`config.mk`:
```
export PLATFORM = sky130hd
export DESIGN_NAME = multicycle_control_flat
export DESIGN_NICKNAME = d
export VERILOG_FILES = /design/src/rtl/multicycle_control_if.sv /design/src/rtl/multicycle_control.sv /design/src/flat_wrapper.sv
export SDC_FILE = /design/constraint.sdc
export NUM_CORES = 1
export LEC_CHECK = 0
export ABC_CLOCK_PERIOD_IN_PS = 1900
export BUFFER_PORTS_ARGS = -buffer_cell sky130_fd_sc_hd__buf_2
export CORE_MARGIN = 5
export CORE_UTILIZATION = 34
export CTS_CLUSTER_DIAMETER = 80
export DETAILED_ROUTE_END_ITERATION = 7
export PLACE_DENSITY = 0.64
export SYNTH_ARGS = -nofsm -noshare
export SYNTH_HDL_FRONTEND = slang
export SYNTH_SLANG_ARGS = --single-unit
```
`constraint.sdc`:
```
create_clock -name clock -period 1.9 [get_ports clock]
set_clock_uncertainty 0.1 [all_clocks]
set_input_delay 0.095 -clock clock [delete_from_list [all_inputs] [get_ports clock]]
set_output_delay 0.095 -clock clock [all_outputs]
set_load 0.05 [all_outputs]
```
`src/rtl/multicycle_control_if.sv`:
```
// Bundle of instruction, multdiv handshake and registered control signals
// exchanged between the fetch/datapath side and the multicycle controller.
// Handshake: an instruction is accepted on a rising edge where
// insn_valid && insn_ready; insn_ready is low (and insn_valid ignored)
// while a multdiv operation is outstanding. md_ready is a single-cycle
// pulse from the multdiv unit and md_exception qualifies only that pulse.
interface multicycle_control_if;
  logic        insn_valid;
  logic [4:0]  opcode;
  logic [4:0]  aluop;
  logic        md_ready;
  logic        md_exception;

  logic        insn_ready;
  logic        stall;
  logic        ctrl_valid;
  logic        rwe;
  logic        dmwe;
  logic        alu_in_sei;
  logic        bne;
  logic        blt;
  logic        bex;
  logic        md_result_sel;
  logic        illegal;
  logic [1:0]  dest_sel;
  logic [1:0]  val_to_write;
  logic [1:0]  pc_sel;
  logic [4:0]  alu_op_out;
  logic        exc_valid;
  logic [31:0] exc_code;
  logic        md_start;
  logic        md_is_div;
  logic        md_abort;
  logic        fsm_state;

  modport slave (
    input  insn_valid, opcode, aluop, md_ready, md_exception,
    output insn_ready, stall, ctrl_valid, rwe, dmwe, alu_in_sei, bne, blt,
           bex, md_result_sel, illegal, dest_sel, val_to_write, pc_sel,
           alu_op_out, exc_valid, exc_code, md_start, md_is_div, md_abort,
           fsm_state
  );

  modport master (
    output insn_valid, opcode, aluop, md_ready, md_exception,
    input  insn_ready, stall, ctrl_valid, rwe, dmwe, alu_in_sei, bne, blt,
           bex, md_result_sel, illegal, dest_sel, val_to_write, pc_sel,
           alu_op_out, exc_valid, exc_code, md_start, md_is_div, md_abort,
           fsm_state
  );
endinterface

```
`src/rtl/multicycle_control.sv`:
```
// Instruction decode controller with a multi-cycle multiply/divide wait.
// Ordinary instructions produce a registered control bundle one cycle after
// acceptance. mult/div start the external multdiv unit and hold fetch until
// it reports a result, an exception, or the wait counter times out.
module multicycle_control #(
  parameter int          MD_TIMEOUT = 40,
  parameter logic [31:0] XCODE_MULT = 32'd4,
  parameter logic [31:0] XCODE_DIV  = 32'd5,
  parameter bit          EXT_DECODE = 1'b1
) (
  input  logic               clock,
  input  logic               reset,
  multicycle_control_if.slave bus
);

  typedef enum logic {
    DECODE  = 1'b0,
    MD_WAIT = 1'b1
  } state_t;

  localparam int CW = $clog2(MD_TIMEOUT + 1);
  localparam logic [CW-1:0] CNT_LIMIT = CW'(MD_TIMEOUT);
  localparam logic [CW-1:0] CNT_SAT   = {CW{1'b1}};

  typedef struct packed {
    logic       rwe;
    logic       dmwe;
    logic       alu_in_sei;
    logic       bne;
    logic       blt;
    logic       bex;
    logic       illegal;
    logic [1:0] dest_sel;
    logic [1:0] val_to_write;
    logic [1:0] pc_sel;
    logic [4:0] alu_op;
  } dec_t;

  state_t        state;
  logic [CW-1:0] count;
  logic [CW-1:0] count_next;
  logic          md_timeout;
  logic          is_md;
  dec_t          dec;

  assign bus.insn_ready = (state == DECODE);
  assign bus.stall      = (state == MD_WAIT) | bus.md_start;
  assign bus.fsm_state  = state;

  // Saturating wait counter; timeout fires when the count would reach the limit.
  always_comb begin
    count_next = (count == CNT_SAT) ? count : count + 1'b1;
    md_timeout = (count_next >= CNT_LIMIT);
  end

  // Opcode decode into the bundle for single-cycle instructions.
  always_comb begin
    dec   = '0;
    is_md = (bus.opcode == 5'd0) && ((bus.aluop == 5'd6) || (bus.aluop == 5'd7));
    case (bus.opcode)
      5'd0: begin
        dec.rwe    = 1'b1;
        dec.alu_op = bus.aluop;
      end
      5'd1: dec.pc_sel = 2'b10;
      5'd2: begin
        dec.bne    = 1'b1;
        dec.pc_sel = 2'b01;
        dec.alu_op = 5'd1;
      end
      5'd3: begin
        dec.rwe          = 1'b1;
        dec.dest_sel     = 2'b01;
        dec.val_to_write = 2'b10;
        dec.pc_sel       = 2'b10;
      end
      5'd4: dec.pc_sel = 2'b11;
      5'd5: begin
        dec.rwe        = 1'b1;
        dec.alu_in_sei = 1'b1;
      end
      5'd6: begin
        dec.blt    = 1'b1;
        dec.pc_sel = 2'b01;
        dec.alu_op = 5'd1;
      end
      5'd7: begin
        dec.dmwe       = 1'b1;
        dec.alu_in_sei = 1'b1;
      end
      5'd8: begin
        dec.rwe          = 1'b1;
        dec.alu_in_sei   = 1'b1;
        dec.val_to_write = 2'b01;
      end
      5'd21: begin
        if (EXT_DECODE) begin
          dec.rwe          = 1'b1;
          dec.dest_sel     = 2'b10;
          dec.val_to_write = 2'b11;
        end else begin
          dec.illegal = 1'b1;
        end
      end
      5'd22: begin
        if (EXT_DECODE) begin
          dec.bex    = 1'b1;
          dec.pc_sel = 2'b10;
        end else begin
          dec.illegal = 1'b1;
        end
      end
      default: dec.illegal = 1'b1;
    endcase
  end

  // FSM with registered control bundle; pulses default low every cycle.
  always_ff @(posedge clock) begin
    if (reset) begin
      state             <= DECODE;
      count             <= '0;
      bus.ctrl_valid    <= 1'b0;
      bus.rwe           <= 1'b0;
      bus.dmwe          <= 1'b0;
      bus.alu_in_sei    <= 1'b0;
      bus.bne           <= 1'b0;
      bus.blt           <= 1'b0;
      bus.bex           <= 1'b0;
      bus.md_result_sel <= 1'b0;
      bus.illegal       <= 1'b0;
      bus.dest_sel      <= 2'b00;
      bus.val_to_write  <= 2'b00;
      bus.pc_sel        <= 2'b00;
      bus.alu_op_out    <= 5'd0;
      bus.exc_valid     <= 1'b0;
      bus.exc_code      <= 32'd0;
      bus.md_start      <= 1'b0;
      bus.md_is_div     <= 1'b0;
      bus.md_abort      <= 1'b0;
    end else begin
      bus.ctrl_valid    <= 1'b0;
      bus.rwe           <= 1'b0;
      bus.dmwe          <= 1'b0;
      bus.alu_in_sei    <= 1'b0;
      bus.bne           <= 1'b0;
      bus.blt           <= 1'b0;
      bus.bex           <= 1'b0;
      bus.md_result_sel <= 1'b0;
      bus.illegal       <= 1'b0;
      bus.dest_sel      <= 2'b00;
      bus.val_to_write  <= 2'b00;
      bus.pc_sel        <= 2'b00;
      bus.alu_op_out    <= 5'd0;
      bus.exc_valid     <= 1'b0;
      bus.exc_code      <= 32'd0;
      bus.md_start      <= 1'b0;
      bus.md_abort      <= 1'b0;
      case (state)
        DECODE: begin
          if (bus.insn_valid) begin
            if (is_md) begin
              state         <= MD_WAIT;
              count         <= '0;
              bus.md_start  <= 1'b1;
              bus.md_is_div <= (bus.aluop == 5'd7);
            end else begin
              bus.ctrl_valid   <= 1'b1;
              bus.rwe          <= dec.rwe;
              bus.dmwe         <= dec.dmwe;
              bus.alu_in_sei   <= dec.alu_in_sei;
              bus.bne          <= dec.bne;
              bus.blt          <= dec.blt;
              bus.bex          <= dec.bex;
              bus.illegal      <= dec.illegal;
              bus.dest_sel     <= dec.dest_sel;
              bus.val_to_write <= dec.val_to_write;
              bus.pc_sel       <= dec.pc_sel;
              bus.alu_op_out   <= dec.alu_op;
            end
          end
        end
        MD_WAIT: begin
          // A result arriving on the timeout cycle wins over the abort.
          if (bus.md_ready || md_timeout) begin
            state          <= DECODE;
            bus.md_is_div  <= 1'b0;
            bus.ctrl_valid <= 1'b1;
            bus.rwe        <= 1'b1;
            if (bus.md_ready && !bus.md_exception) begin
              bus.md_result_sel <= 1'b1;
            end else begin
              bus.dest_sel     <= 2'b10;
              bus.val_to_write <= 2'b11;
              bus.exc_valid    <= 1'b1;
              bus.exc_code     <= bus.md_is_div ? XCODE_DIV : XCODE_MULT;
              bus.md_abort     <= !bus.md_ready;
            end
          end else begin
            count <= count_next;
          end
        end
        default: state <= DECODE;
      endcase
    end
  end

endmodule

```
`src/flat_wrapper.sv`:
```
// flat-port wrapper written by rule: the top's interface ports become plain ports
module multicycle_control_flat 
#(
  parameter int          MD_TIMEOUT = 40,
  parameter logic [31:0] XCODE_MULT = 32'd4,
  parameter logic [31:0] XCODE_DIV  = 32'd5,
  parameter bit          EXT_DECODE = 1'b1
)
  (clock, reset, bus_insn_valid, bus_opcode, bus_aluop, bus_md_ready, bus_md_exception, bus_insn_ready, bus_stall, bus_ctrl_valid, bus_rwe, bus_dmwe, bus_alu_in_sei, bus_bne, bus_blt, bus_bex, bus_md_result_sel, bus_illegal, bus_dest_sel, bus_val_to_write, bus_pc_sel, bus_alu_op_out, bus_exc_valid, bus_exc_code, bus_md_start, bus_md_is_div, bus_md_abort, bus_fsm_state);
  multicycle_control_if bus_i ();
  input  logic clock;
  input  logic reset;
  input wire logic [$bits(bus_i.insn_valid)-1:0] bus_insn_valid;
  input wire logic [$bits(bus_i.opcode)-1:0] bus_opcode;
  input wire logic [$bits(bus_i.aluop)-1:0] bus_aluop;
  input wire logic [$bits(bus_i.md_ready)-1:0] bus_md_ready;
  input wire logic [$bits(bus_i.md_exception)-1:0] bus_md_exception;
  output wire logic [$bits(bus_i.insn_ready)-1:0] bus_insn_ready;
  output wire logic [$bits(bus_i.stall)-1:0] bus_stall;
  output wire logic [$bits(bus_i.ctrl_valid)-1:0] bus_ctrl_valid;
  output wire logic [$bits(bus_i.rwe)-1:0] bus_rwe;
  output wire logic [$bits(bus_i.dmwe)-1:0] bus_dmwe;
  output wire logic [$bits(bus_i.alu_in_sei)-1:0] bus_alu_in_sei;
  output wire logic [$bits(bus_i.bne)-1:0] bus_bne;
  output wire logic [$bits(bus_i.blt)-1:0] bus_blt;
  output wire logic [$bits(bus_i.bex)-1:0] bus_bex;
  output wire logic [$bits(bus_i.md_result_sel)-1:0] bus_md_result_sel;
  output wire logic [$bits(bus_i.illegal)-1:0] bus_illegal;
  output wire logic [$bits(bus_i.dest_sel)-1:0] bus_dest_sel;
  output wire logic [$bits(bus_i.val_to_write)-1:0] bus_val_to_write;
  output wire logic [$bits(bus_i.pc_sel)-1:0] bus_pc_sel;
  output wire logic [$bits(bus_i.alu_op_out)-1:0] bus_alu_op_out;
  output wire logic [$bits(bus_i.exc_valid)-1:0] bus_exc_valid;
  output wire logic [$bits(bus_i.exc_code)-1:0] bus_exc_code;
  output wire logic [$bits(bus_i.md_start)-1:0] bus_md_start;
  output wire logic [$bits(bus_i.md_is_div)-1:0] bus_md_is_div;
  output wire logic [$bits(bus_i.md_abort)-1:0] bus_md_abort;
  output wire logic [$bits(bus_i.fsm_state)-1:0] bus_fsm_state;
  assign bus_i.insn_valid = bus_insn_valid;
  assign bus_i.opcode = bus_opcode;
  assign bus_i.aluop = bus_aluop;
  assign bus_i.md_ready = bus_md_ready;
  assign bus_i.md_exception = bus_md_exception;
  assign bus_insn_ready = bus_i.insn_ready;
  assign bus_stall = bus_i.stall;
  assign bus_ctrl_valid = bus_i.ctrl_valid;
  assign bus_rwe = bus_i.rwe;
  assign bus_dmwe = bus_i.dmwe;
  assign bus_alu_in_sei = bus_i.alu_in_sei;
  assign bus_bne = bus_i.bne;
  assign bus_blt = bus_i.blt;
  assign bus_bex = bus_i.bex;
  assign bus_md_result_sel = bus_i.md_result_sel;
  assign bus_illegal = bus_i.illegal;
  assign bus_dest_sel = bus_i.dest_sel;
  assign bus_val_to_write = bus_i.val_to_write;
  assign bus_pc_sel = bus_i.pc_sel;
  assign bus_alu_op_out = bus_i.alu_op_out;
  assign bus_exc_valid = bus_i.exc_valid;
  assign bus_exc_code = bus_i.exc_code;
  assign bus_md_start = bus_i.md_start;
  assign bus_md_is_div = bus_i.md_is_div;
  assign bus_md_abort = bus_i.md_abort;
  assign bus_fsm_state = bus_i.fsm_state;
  multicycle_control #(.MD_TIMEOUT(MD_TIMEOUT), .XCODE_MULT(XCODE_MULT), .XCODE_DIV(XCODE_DIV), .EXT_DECODE(EXT_DECODE)) u_core (.clock(clock), .reset(reset), .bus(bus_i));
endmodule
```
==> impl_metrics.json, run 1 <==
{
  "vias": 1458,
  "p_sw_mw": 0.4660,
  "syn_inst": 187,
  "pin_count": 74,
  "netlist.area_leader.share_pct": 40.12,
  "dp_hpwl_mm": 3.049,
  "drv_slew": 0,
  "failed_checks": "negative setup slack",
  "slew_headroom_pct": 65.94,
  "hold-worst-slack_ns": 0.005478,
  "ff_latch_area_um2": 664.4,
  "worst_setup_path_endpoint": "u_core.bus.exc_code[0]",
  "insertedDiodeCount": 0,
  "highest_delay_cell_along_the_critical_path": "sky130_fd_sc_hd__dfxtp_2",
  "timing.reg2reg.worst_path_depth": 7,
  "globalRoute.busiestLayer": "met2",
  "area_growth_syn_to_layout_pct": 30.70,
  "synth_mux_area_share_pct": 0.9119,
  "power.density_nw_per_um2": 679.4,
  "drt_first_iter_violations": 118,
  "post_synth_fa_ha_maj_area_fraction_pct": 0.7599,
  "final_hold_viol_count": 0,
  "timing.rr.end": "u_core.bus.exc_code[0]",
  "h-tree-depth": 2,
  "r2r_slack_ns": -0.008,
  "combinational_family_with_the_most_area_after_synthesis": "simple AND/OR/NAND/NOR gates",
  "netlist_area_um2": 1647,
  "globalRouteTotalUtil_pct": 13.50,
  "max-clock-path-buffers": 2,
  "synth_enable_flop_cells": 0,
  "cts-buffers-inserted": 5,
  "avgSynthCellArea_um2": 8.805,
  "clock_power_share_pct": 34.8,
  "grt-ovfl-total": 0,
  "postSynth.asyncResetShare_pct": 0,
  "synth_area_leaders": "sky130_fd_sc_hd__dfxtp_1 (40%), sky130_fd_sc_hd__buf_4 (14%), sky130_fd_sc_hd__nor2_1 (3.9%), sky130_fd_sc_hd__nor3_1 (2.7%), sky130_fd_sc_hd__nand3_1 (2.1%)",
  "path_cells": "ha_4 > and3_4 > mux2_4 > o22a_4 > o221ai_4 > inv_2 > and2_1",
  "grt_pass1_wl_mm": 6.423,
  "globalplace.congestion": 0.8317,
  "footprint_of_the_multi_input_gates_um2": 865.8,
  "layout_min_cycle_time_ns": 1.908,
  "irDropWorstVdd_uv": 341.4,
  "r2r_start": "u_core.count[0]",
  "yosys.area.top_type": "sky130_fd_sc_hd__dfxtp_1",
  "first_global_vias": 1357,
  "die_area_um2": 6335,
  "synth-warning-count": 0,
  "rows": 25,
  "fmax_achieved_mhz": 524.1,
  "int_power_mw": 0.9961,
  "synth_top_cells_by_count": "sky130_fd_sc_hd__dfxtp_1 (33), sky130_fd_sc_hd__buf_4 (30), sky130_fd_sc_hd__nor2_1 (17)",
  "gr-usage-met3_pct": 4.740,
  "initial_utilization_pct": 34.86,
  "insertion_delay_ns": 0.29,
  "grt.met2_usage_pct": 21.95,
  "clock_tree.root_cell": "sky130_fd_sc_hd__clkbuf_8",
  "synthMostInstantiatedCell": "sky130_fd_sc_hd__dfxtp_1",
  "worst_setup_path_end_kind": "register",
  "tritoncts_num_sinks": 33,
  "buffer_ports.inserted": 43,
  "fillCellCount": 482,
  "timing.critical_path.required_ns": 1.98,
  "min_period_over_period_pct": 100.4,
  "layout_setup_ws_ns": -0.007862,
  "startpoint_type": "register",
  "drt-total-wl_mm": 4.173,
  "synth_compound_gate_area_share_pct": 16.19,
  "clk_pin_slew_worst_paths_ns": 0.07,
  "setup_viol_count_final": 1,
  "synth.distinct_cells": 48,
  "cts_setup_buffers": 0,
  "final_layout_size_suffix_gt1_share_pct": 34.63,
  "cellLeakagePower_nw": 1.020,
  "drtAntennaViolNets": 0,
  "cpPeakStageDelay_ns": 0.35,
  "path_max_fanout": 7,
  "grt_setup_unrepaired": "yes",
  "global_route.usage.met1_pct": 15.61,
  "switching_share_pct": 31.87,
  "least_margin_pin_slew_ns": 0.5062,
  "power_mw": 1.462,
  "worst-endpoint-arrival_ns": 1.99,
  "setup.worst_path.start": "u_core.count[0]",
  "chip_width_um": 79.59,
  "synth-xor-area-share_pct": 1.596,
  "yosys_most_used_dff": "sky130_fd_sc_hd__dfxtp_1",
  "drtPass1Iterations": 4,
  "max_cap_check_violation_count": 0,
  "worstHoldPathType": "input pin to register",
  "detail_route.vias_per_cell": 4.500,
  "remaining_drcs": 0,
  "share_comb_of_total_power_pct": 17.4,
  "p_seq_share_pct": 47.8,
  "wl_per_cell_um": 12.88,
  "tritoncts": "done",
  "grt_max_degree": 14,
  "synthSimpleGateAreaFrac_pct": 23.18,
  "die_h_um": 79.59,
  "synth_sequential_area_ratio_pct": 40.12,
  "grt_antenna_before_repair": 0,
  "num-nets-final": 272,
  "coreArea_um2": 4723,
  "critical_path_class": "register to register",
  "result_of_the_run": "complete, but fails checks",
  "synth.ff_latch_count": 33
}
[repair_timing]
item                       in CTS  in global routing
hold buffers                    6                  0
resized for setup               5                  5
setup endpoints to repair       5                 17
hold endpoints to repair        6                  0
pin swaps                       1                  2
[flip-flops by register name (all words and copies together), names as in the netlist]
register / cells
u_core.bus.val_to_write: 2
u_core.count: 6
u_core.bus.md_is_div: 1
u_core.bus.md_abort: 1
u_core.bus.fsm_state: 1
u_core.bus.illegal: 1
u_core.bus.bne: 1
u_core.bus.dest_sel: 2
u_core.bus.ctrl_valid: 1
u_core.bus.pc_sel: 2
u_core.bus.dmwe: 1
u_core.bus.exc_valid: 1
u_core.bus.rwe: 1
u_core.bus.bex: 1
u_core.bus.md_result_sel: 1
u_core.bus.alu_op_out: 5
u_core.bus.md_start: 1
u_core.bus.exc_code: 2
u_core.bus.blt: 1
u_core.bus.alu_in_sei: 1
[power by group through the flow]
stage | Combinational [mW] | Clock, mW | Sequential [mW]
final | 0.255 | 0.508 | 0.699
after global routing | 0.270 | 0.563 | 0.699
after CTS | 0.252 | 0.528 | 0.699
after detailed placement | 0.242 | 0 | 0.714
after global placement | 0.241 | 0 | 0.714
after floorplan | 0.228 | 0 | 0.734
[worst min path at each step]
stage,from,end,slack [ns],cells past startpoint
after global routing,bus_opcode[3],u_core.bus.pc_sel[1],0.02,2
after detailed placement,bus_md_ready,u_core.bus.md_abort,0.22,2
after global placement,bus_md_ready,u_core.bus.md_abort,0.22,2
final,bus_aluop[0],u_core.bus.alu_op_out[0],0.005,3
after CTS,bus_opcode[3],u_core.bus.pc_sel[1],0.002,2
after floorplan,bus_md_ready,u_core.bus.md_abort,0.07,1
[cell type report]
cell class / instances / area share [%]
Clock buffer: 6 / 3.372
Clock inverter: 2 / 0.4651
Inverter: 8 / 1.395
Multi-Input combinational cell: 139 / 40.23
Sequential cell: 33 / 30.87
Tap cell: 67 / 3.895
Timing Repair Buffer: 69 / 19.77
[routing by layer]
layer	share of wire, %	wire length (µm)
met1	41	1695
met2	50	2102
met3	6.8	284
met4	2.2	91
met5	0	0
[placed cells by master, fill, tap and decap left out, types with 3 or more instances in the layout]
cell                            synthesis  final
sky130_fd_sc_hd__nor2b_1                4      4
sky130_fd_sc_hd__nand2b_1               4      4
sky130_fd_sc_hd__nand3_1                7      6
sky130_fd_sc_hd__buf_4                 30     20
sky130_fd_sc_hd__o21ai_1                6      4
sky130_fd_sc_hd__clkbuf_8               0      5
sky130_fd_sc_hd__buf_2                  2     43
sky130_fd_sc_hd__dlygate4sd3_1          0      6
sky130_fd_sc_hd__nor3_1                 9      9
sky130_fd_sc_hd__conb_1                 1     30
sky130_fd_sc_hd__o21ai_0                4      4
sky130_fd_sc_hd__inv_1                  7      7
sky130_fd_sc_hd__nand2_1                6      6
sky130_fd_sc_hd__nor4_1                 3      3
sky130_fd_sc_hd__dfxtp_2                0      3
sky130_fd_sc_hd__and3_1                 4      4
sky130_fd_sc_hd__nor2_1                17     17
sky130_fd_sc_hd__and2_1                 5      5
sky130_fd_sc_hd__dfxtp_1               33     30
sky130_fd_sc_hd__a21oi_1                5      5
[stage by stage]
step / setup WS [ns] / instance area (µm²) / std cells / util (%) / TNS, ns
2_1_floorplan: -0.003645 / 1764 / 216 / - / -0.003645
3_3_place_gp: -0.02665 / 1963 / 310 / 41.56 / -0.03760
3_5_place_dp: -0.05066 / 1963 / 310 / 41.56 / -0.1275
4_1_cts: -0.003924 / 2128 / 324 / 45.06 / -0.003924
5_1_grt: -0.09780 / 2152 / 324 / 45.56 / -0.4502
6_report: -0.007862 / 2152 / 324 / 45.56 / -0.007862
[critical path, delay by kind of cell, from the launching register on]
kind,cells,cell delay (ns)
and+or+nand+nor,2,0.35
DFF,1,0.35
muxes,1,0.33
AOI/OAI and AO/OA,2,0.49
buffers and inverters,1,0.05
adders and majority gates,1,0.14
[cell families after synthesis]
family	count (synthesis)
other	1
adders and majority gates	1
DFF	33
buffers and inverters	44
xor gates and xnor gates	3
AOI/OAI and AO/OA	34
and+or+nand+nor	70
muxes	1
Power figures use the tool's default switching activity.
==> run 2, diff against run 1 <==
CELL_PAD_IN_SITES_DETAIL_PLACEMENT = 1   (was unset)
CELL_PAD_IN_SITES_GLOBAL_PLACEMENT = 1   (was unset)
CORE_UTILIZATION = 30   (was 34)
PLACE_DENSITY = 0.76   (was 0.64)
==> impl_metrics.json, run 2 (synthesis gave the netlist of run 1 again) <==
{
  "drv_slew": 0,
  "worstPathBufferInverterCount": 1,
  "grt_pass1_wl_mm": 7.493,
  "cpPeakStageDelay_ns": 0.35,
  "tritoncts_num_sinks": 33,
  "startpoint_type": "register",
  "rows": 27,
  "globalplace.congestion": 0.8870,
  "path_max_fanout": 8,
  "irDropWorstVdd_uv": 236.8,
  "first_global_vias": 1538,
  "tritoncts": "done",
  "h-tree-depth": 2,
  "final_hold_viol_count": 0,
  "min_period_over_period_pct": 102.6,
  "clock_tree.root_cell": "sky130_fd_sc_hd__clkbuf_8",
  "buffer_ports.inserted": 43,
  "grt_antenna_before_repair": 0,
  "area_growth_syn_to_layout_pct": 34.04,
  "cellLeakagePower_nw": 1.044,
  "chip_width_um": 84.09,
  "worst-endpoint-arrival_ns": 2.03,
  "initial_utilization_pct": 30.46,
  "worstHoldPathType": "input pin to register",
  "wl_met1_mm": 1.813,
  "setup_viol_count_final": 4,
  "insertion_delay_ns": 0.28,
  "r2r_start": "u_core.count[0]",
  "drtAntennaViolNets": 0,
  "wl_met2_mm": 2.443,
  "result_of_the_run": "complete, but fails checks",
  "timing.critical_path.required_ns": 1.98,
  "die_area_um2": 7070,
  "max-clock-path-buffers": 2,
  "die_h_um": 84.09,
  "critical_path_class": "register to register",
  "reg.largest.list": "u_core.count: 6 flops, u_core.bus.alu_op_out: 5 flops",
  "mostFrequentLayoutCell": "sky130_fd_sc_hd__buf_2",
  "min_from": "bus_opcode[3]",
  "detail_route.vias_per_cell": 4.511,
  "grt_setup_unrepaired": "yes",
  "slew_headroom_pct": 58.96,
  "num-nets-final": 274,
  "vias": 1493,
  "leading_cell_types_in_the_layout_fill_and_taps_excluded": "sky130_fd_sc_hd__buf_2 (43), sky130_fd_sc_hd__conb_1 (30), sky130_fd_sc_hd__dfxtp_1 (30)",
  "top_layer": "met4",
  "fmax_achieved_mhz": 512.8,
  "coreArea_um2": 5405,
  "failed_checks": "negative setup slack",
  "max_cap_check_violation_count": 0,
  "pin_count": 74,
  "stdcell_area_um2": 2207,
  "setup.worst_path.start": "u_core.count[0]",
  "drtPass1Iterations": 4,
  "drt-total-wl_mm": 4.548,
  "insertedDiodeCount": 0,
  "layout_min_cycle_time_ns": 1.950,
  "final_layout_size_suffix_gt1_share_pct": 36.68,
  "registers.top_by_ff_count": "u_core.count",
  "power.density_nw_per_um2": 697.5,
  "met3WireLength_um": 228,
  "largest_reg_flops": 6,
  "globalRouteTotalUtil_pct": 13.11,
  "hold-worst-slack_ns": 0.01659,
  "drt_first_iter_violations": 24,
  "cpLargestDelayFamily": "compound AO/OA/AOI/OAI gates",
  "cts-buffers-inserted": 5,
  "clk_pin_slew_worst_paths_ns": 0.07,
  "least_margin_pin_slew_ns": 0.6115,
  "grt-ovfl-total": 0,
  "dp_hpwl_mm": 3.508,
  "grt_max_degree": 14,
  "worst_setup_path_end_kind": "register",
  "path_cells": "ha_4 > and3_4 > mux2_4 > o22a_4 > o221ai_4 > inv_2 > and2_4",
  "placed_cell_area_um2": 1969,
  "remaining_drcs": 0,
  "wl_per_cell_um": 13.74,
  "highest_delay_cell_along_the_critical_path": "sky130_fd_sc_hd__dfxtp_2",
  "layout_setup_ws_ns": -0.04999
}
==> run 2: cell count changes in the layout (fill, tap and decap cells not counted), sizes merged <==
cell         before  now
buf              63   64
clkbuf            6    7
clkinv            2    1
dlygate4sd3       6    7
==> run 2: what timing repair did <==
item,CTS,global route
hold buffers,7,0
endpoints found under the hold margin,7,0
setup buffers,1,0
resized for setup,5,12
endpoints found under the setup margin,10,17
pin swaps,4,5
==> run 2: where the power goes <==
group | internal, mW | total [mW] | switching (mW)
Sequential | 0.697 | 0.698 | 0.00129
Clock | 0.327 | 0.583 | 0.256
Combinational | 0.0458 | 0.258 | 0.213
==> run 2: worst register-to-register path, delay by kind of cell, from the launching register on <==
kind                     cells  cell delay, ns
buffers and inverters        1            0.06
AND/OR/NAND/NOR              2            0.32
multiplexers                 1            0.33
AO/OA/AOI/OAI                2            0.55
adder cells (fa/ha/maj)      1            0.13
flip-flops                   1            0.35
==> run 2: stage by stage <==
step                        TNS, ns  setup WS (ns)  utilization (%)  std cells  power (mW)
final                       -0.1062       -0.04999            40.83        331       1.540
after floorplan           -0.003645      -0.003645                -        216      0.9621
after CTS                   -0.2054       -0.04765            40.16        331       1.561
after global routing        -0.6083        -0.1123            40.83        331       1.613
after global placement     -0.06718       -0.04055            36.44        315      0.9565
after detailed placement    -0.3854       -0.09891            36.44        315      0.9578
==> run 2: path summary, 6_finish.rpt <==
path / depth (start not counted) / slack (ns) / endpoint
worst min-delay path: 2 / 0.02 / u_core.bus.pc_sel[1]
worst min register to register: 1 / 0.42 / u_core.bus.exc_code[0]
worst max register to register: 7 / -0.05 / u_core.bus.exc_code[0]
worst max-delay path: 7 / -0.05 / u_core.bus.exc_code[0]
==> run 2: routing by layer <==
metal  track usage, %  up-vias
li1                 -      729
met1            15.23      726
met2            22.88       32
met3            3.751        6
met4            4.386        0
met5                0        -
==> run 2: final cells by class <==
cell class	count	area, µm²
clock inverters	1	5.005
fillers	675	3198
inverters	8	30.03
repair buffers	71	454.2
multi-input cells	139	867.1
well taps	72	90.09
clock buffers	7	96.34
flip-flops and latches	33	664.4
==> run 3, diff against run 2 <==
ABC_CLOCK_PERIOD_IN_PS = 2550   (was 1900)
CORE_UTILIZATION = 34   (was 30)
PLACE_DENSITY = 0.82   (was 0.76)
clock period = 2.55 ns   (was 1.9 ns; I/O delays follow)
==> impl_metrics.json, run 3 (synthesis gave the netlist of run 1 again) <==
{
  "result_of_the_run": "finished clean",
  "grt.met2_usage_pct": 22.62,
  "wl_per_cell_um": 13.65,
  "highest_delay_cell_along_the_critical_path": "sky130_fd_sc_hd__dfxtp_1",
  "min_period_over_period_pct": 82.84,
  "worst_hold_path.num_cells": 2,
  "post_cts.resized_instances": 0,
  "stdcell_area_um2": 1988,
  "worstHoldPathType": "input pin to register",
  "remaining_drcs": 0,
  "num-nets-final": 251,
  "cellLeakagePower_nw": 0.9489,
  "fillCellCount": 583,
  "grt-ovfl-total": 0,
  "reg.largest.list": "u_core.count: 6 flops, u_core.bus.alu_op_out: 5 flops",
  "rows": 25,
  "layout_setup_ws_ns": 0.4376,
  "postLayoutCoreUtil_pct": 42.09,
  "cts-buffers-inserted": 5,
  "path_cells": "ha_1 > and3_4 > mux2_4 > o22ai_2 > a21boi_2 > a311o_1",
  "final_hold_viol_count": 0,
  "max-clock-path-buffers": 2,
  "insertion_delay_ns": 0.28,
  "gr-usage-met3_pct": 3.047,
  "insertedDiodeCount": 0,
  "tritoncts": "done",
  "vias": 1398,
  "initial_utilization_pct": 34.86,
  "die_area_um2": 6335,
  "dp_hpwl_mm": 3.159,
  "h-tree-depth": 2,
  "tritoncts_num_sinks": 33,
  "buffer_ports.inserted": 43,
  "registers.top_by_ff_count": "u_core.count",
  "drv_slew": 0,
  "placed_cell_area_um2": 1804,
  "layoutNonFillerInstCount": 303,
  "leading_cell_types_in_the_layout_fill_and_taps_excluded": "sky130_fd_sc_hd__buf_2 (43), sky130_fd_sc_hd__dfxtp_1 (33), sky130_fd_sc_hd__conb_1 (30)",
  "globalRoute.busiestLayer": "met2",
  "clock_tree.root_cell": "sky130_fd_sc_hd__clkbuf_8",
  "irDropWorstVdd_uv": 236.7,
  "final_layout_size_suffix_gt1_share_pct": 25.85,
  "drt-total-wl_mm": 4.136,
  "grt_setup_unrepaired": "no",
  "drtPass1Iterations": 4,
  "setup_slack_after_placement_ns": 0.4426,
  "mostFrequentLayoutCell": "sky130_fd_sc_hd__buf_2",
  "grt_antenna_before_repair": 0,
  "pin_count": 74,
  "drtAntennaViolNets": 0,
  "finalSetupTns_ns": 0,
  "die_h_um": 79.59,
  "path_max_fanout": 5,
  "timing.critical_path.required_ns": 2.62,
  "power.density_nw_per_um2": 641.4,
  "setup_viol_count_final": 0,
  "first_global_vias": 1414,
  "global_route.usage.met1_pct": 16.99,
  "chip_width_um": 79.59,
  "cpPeakStageDelay_ns": 0.38,
  "clk_pin_slew_worst_paths_ns": 0.07,
  "worst-endpoint-arrival_ns": 2.18,
  "critical_path_class": "register to register",
  "startpoint_type": "register",
  "detail_route.vias_per_cell": 4.614,
  "globalplace.congestion": 0.8160,
  "hold-worst-slack_ns": 0.01153,
  "fmax_achieved_mhz": 473.4,
  "power_mw": 1.275,
  "placed_cells": 290,
  "timing.reg2reg.worst_path_depth": 6,
  "grt_pass1_wl_mm": 6.858,
  "drt_first_iter_violations": 115,
  "area_growth_syn_to_layout_pct": 20.74,
  "globalRouteTotalUtil_pct": 13.52,
  "worst_setup_path_end_kind": "register",
  "layout_min_cycle_time_ns": 2.112,
  "coreArea_um2": 4723,
  "max_cap_check_violation_count": 0,
  "grt_max_degree": 15,
  "largest_reg_flops": 6
}
[run 3: cell count changes in the layout (fill, tap and decap cells not counted), sizes merged]
cell	previous run	this run
dlygate4sd3	7	5
bufinv	0	2
buf	64	43
clkbuf	7	5
[run 3: cell type report]
type / count / area (µm²) / share of cell area, %
Timing Repair Buffer: 48 / 265.3 / 13.34
Tap cell: 67 / 83.83 / 4.216
Inverter: 8 / 30.03 / 1.510
Clock inverter: 3 / 65.06 / 3.272
Multi-Input combinational cell: 139 / 814.5 / 40.97
Sequential cell: 33 / 660.6 / 33.23
Clock buffer: 5 / 68.82 / 3.461
[run 3: path summary, 6_finish.rpt]
| check | from | to | slack (ns) |
|---|---|---|---|
| max reg2reg | u_core.count[0] | u_core.count[2] | 0.44 |
| min | bus_aluop[1] | u_core.bus.alu_op_out[1] | 0.01 |
| max | u_core.count[0] | u_core.count[2] | 0.44 |
| min reg2reg | u_core.bus.md_is_div | u_core.bus.exc_code[0] | 0.40 |
[run 3: layer usage]
metal / vias up / wire (µm)
met4: 0 / 77
met5: - / 0
met2: 56 / 1997
met3: 9 / 270
met1: 642 / 1791
li1: 691 / -
[run 3: report_power, final]
part           internal (mW)  switching [mW]  total, mW
clock                  0.388           0.184      0.572
combinational         0.0277           0.156      0.183
sequential             0.519        0.000891      0.520
total                  0.935           0.340       1.28
[run 3: what timing repair did]
item	CTS	global route
setup buffers	0	0
hold buffers	5	0
hold endpoints to repair	5	0
[run 3: worst max-delay path: cells and delay by family, from the launching register on]
family / cells / cell delay [ns]
compound gates: 3 / 0.77
fa+ha+maj: 1 / 0.22
flops: 1 / 0.38
mux: 1 / 0.32
simple gates: 1 / 0.21
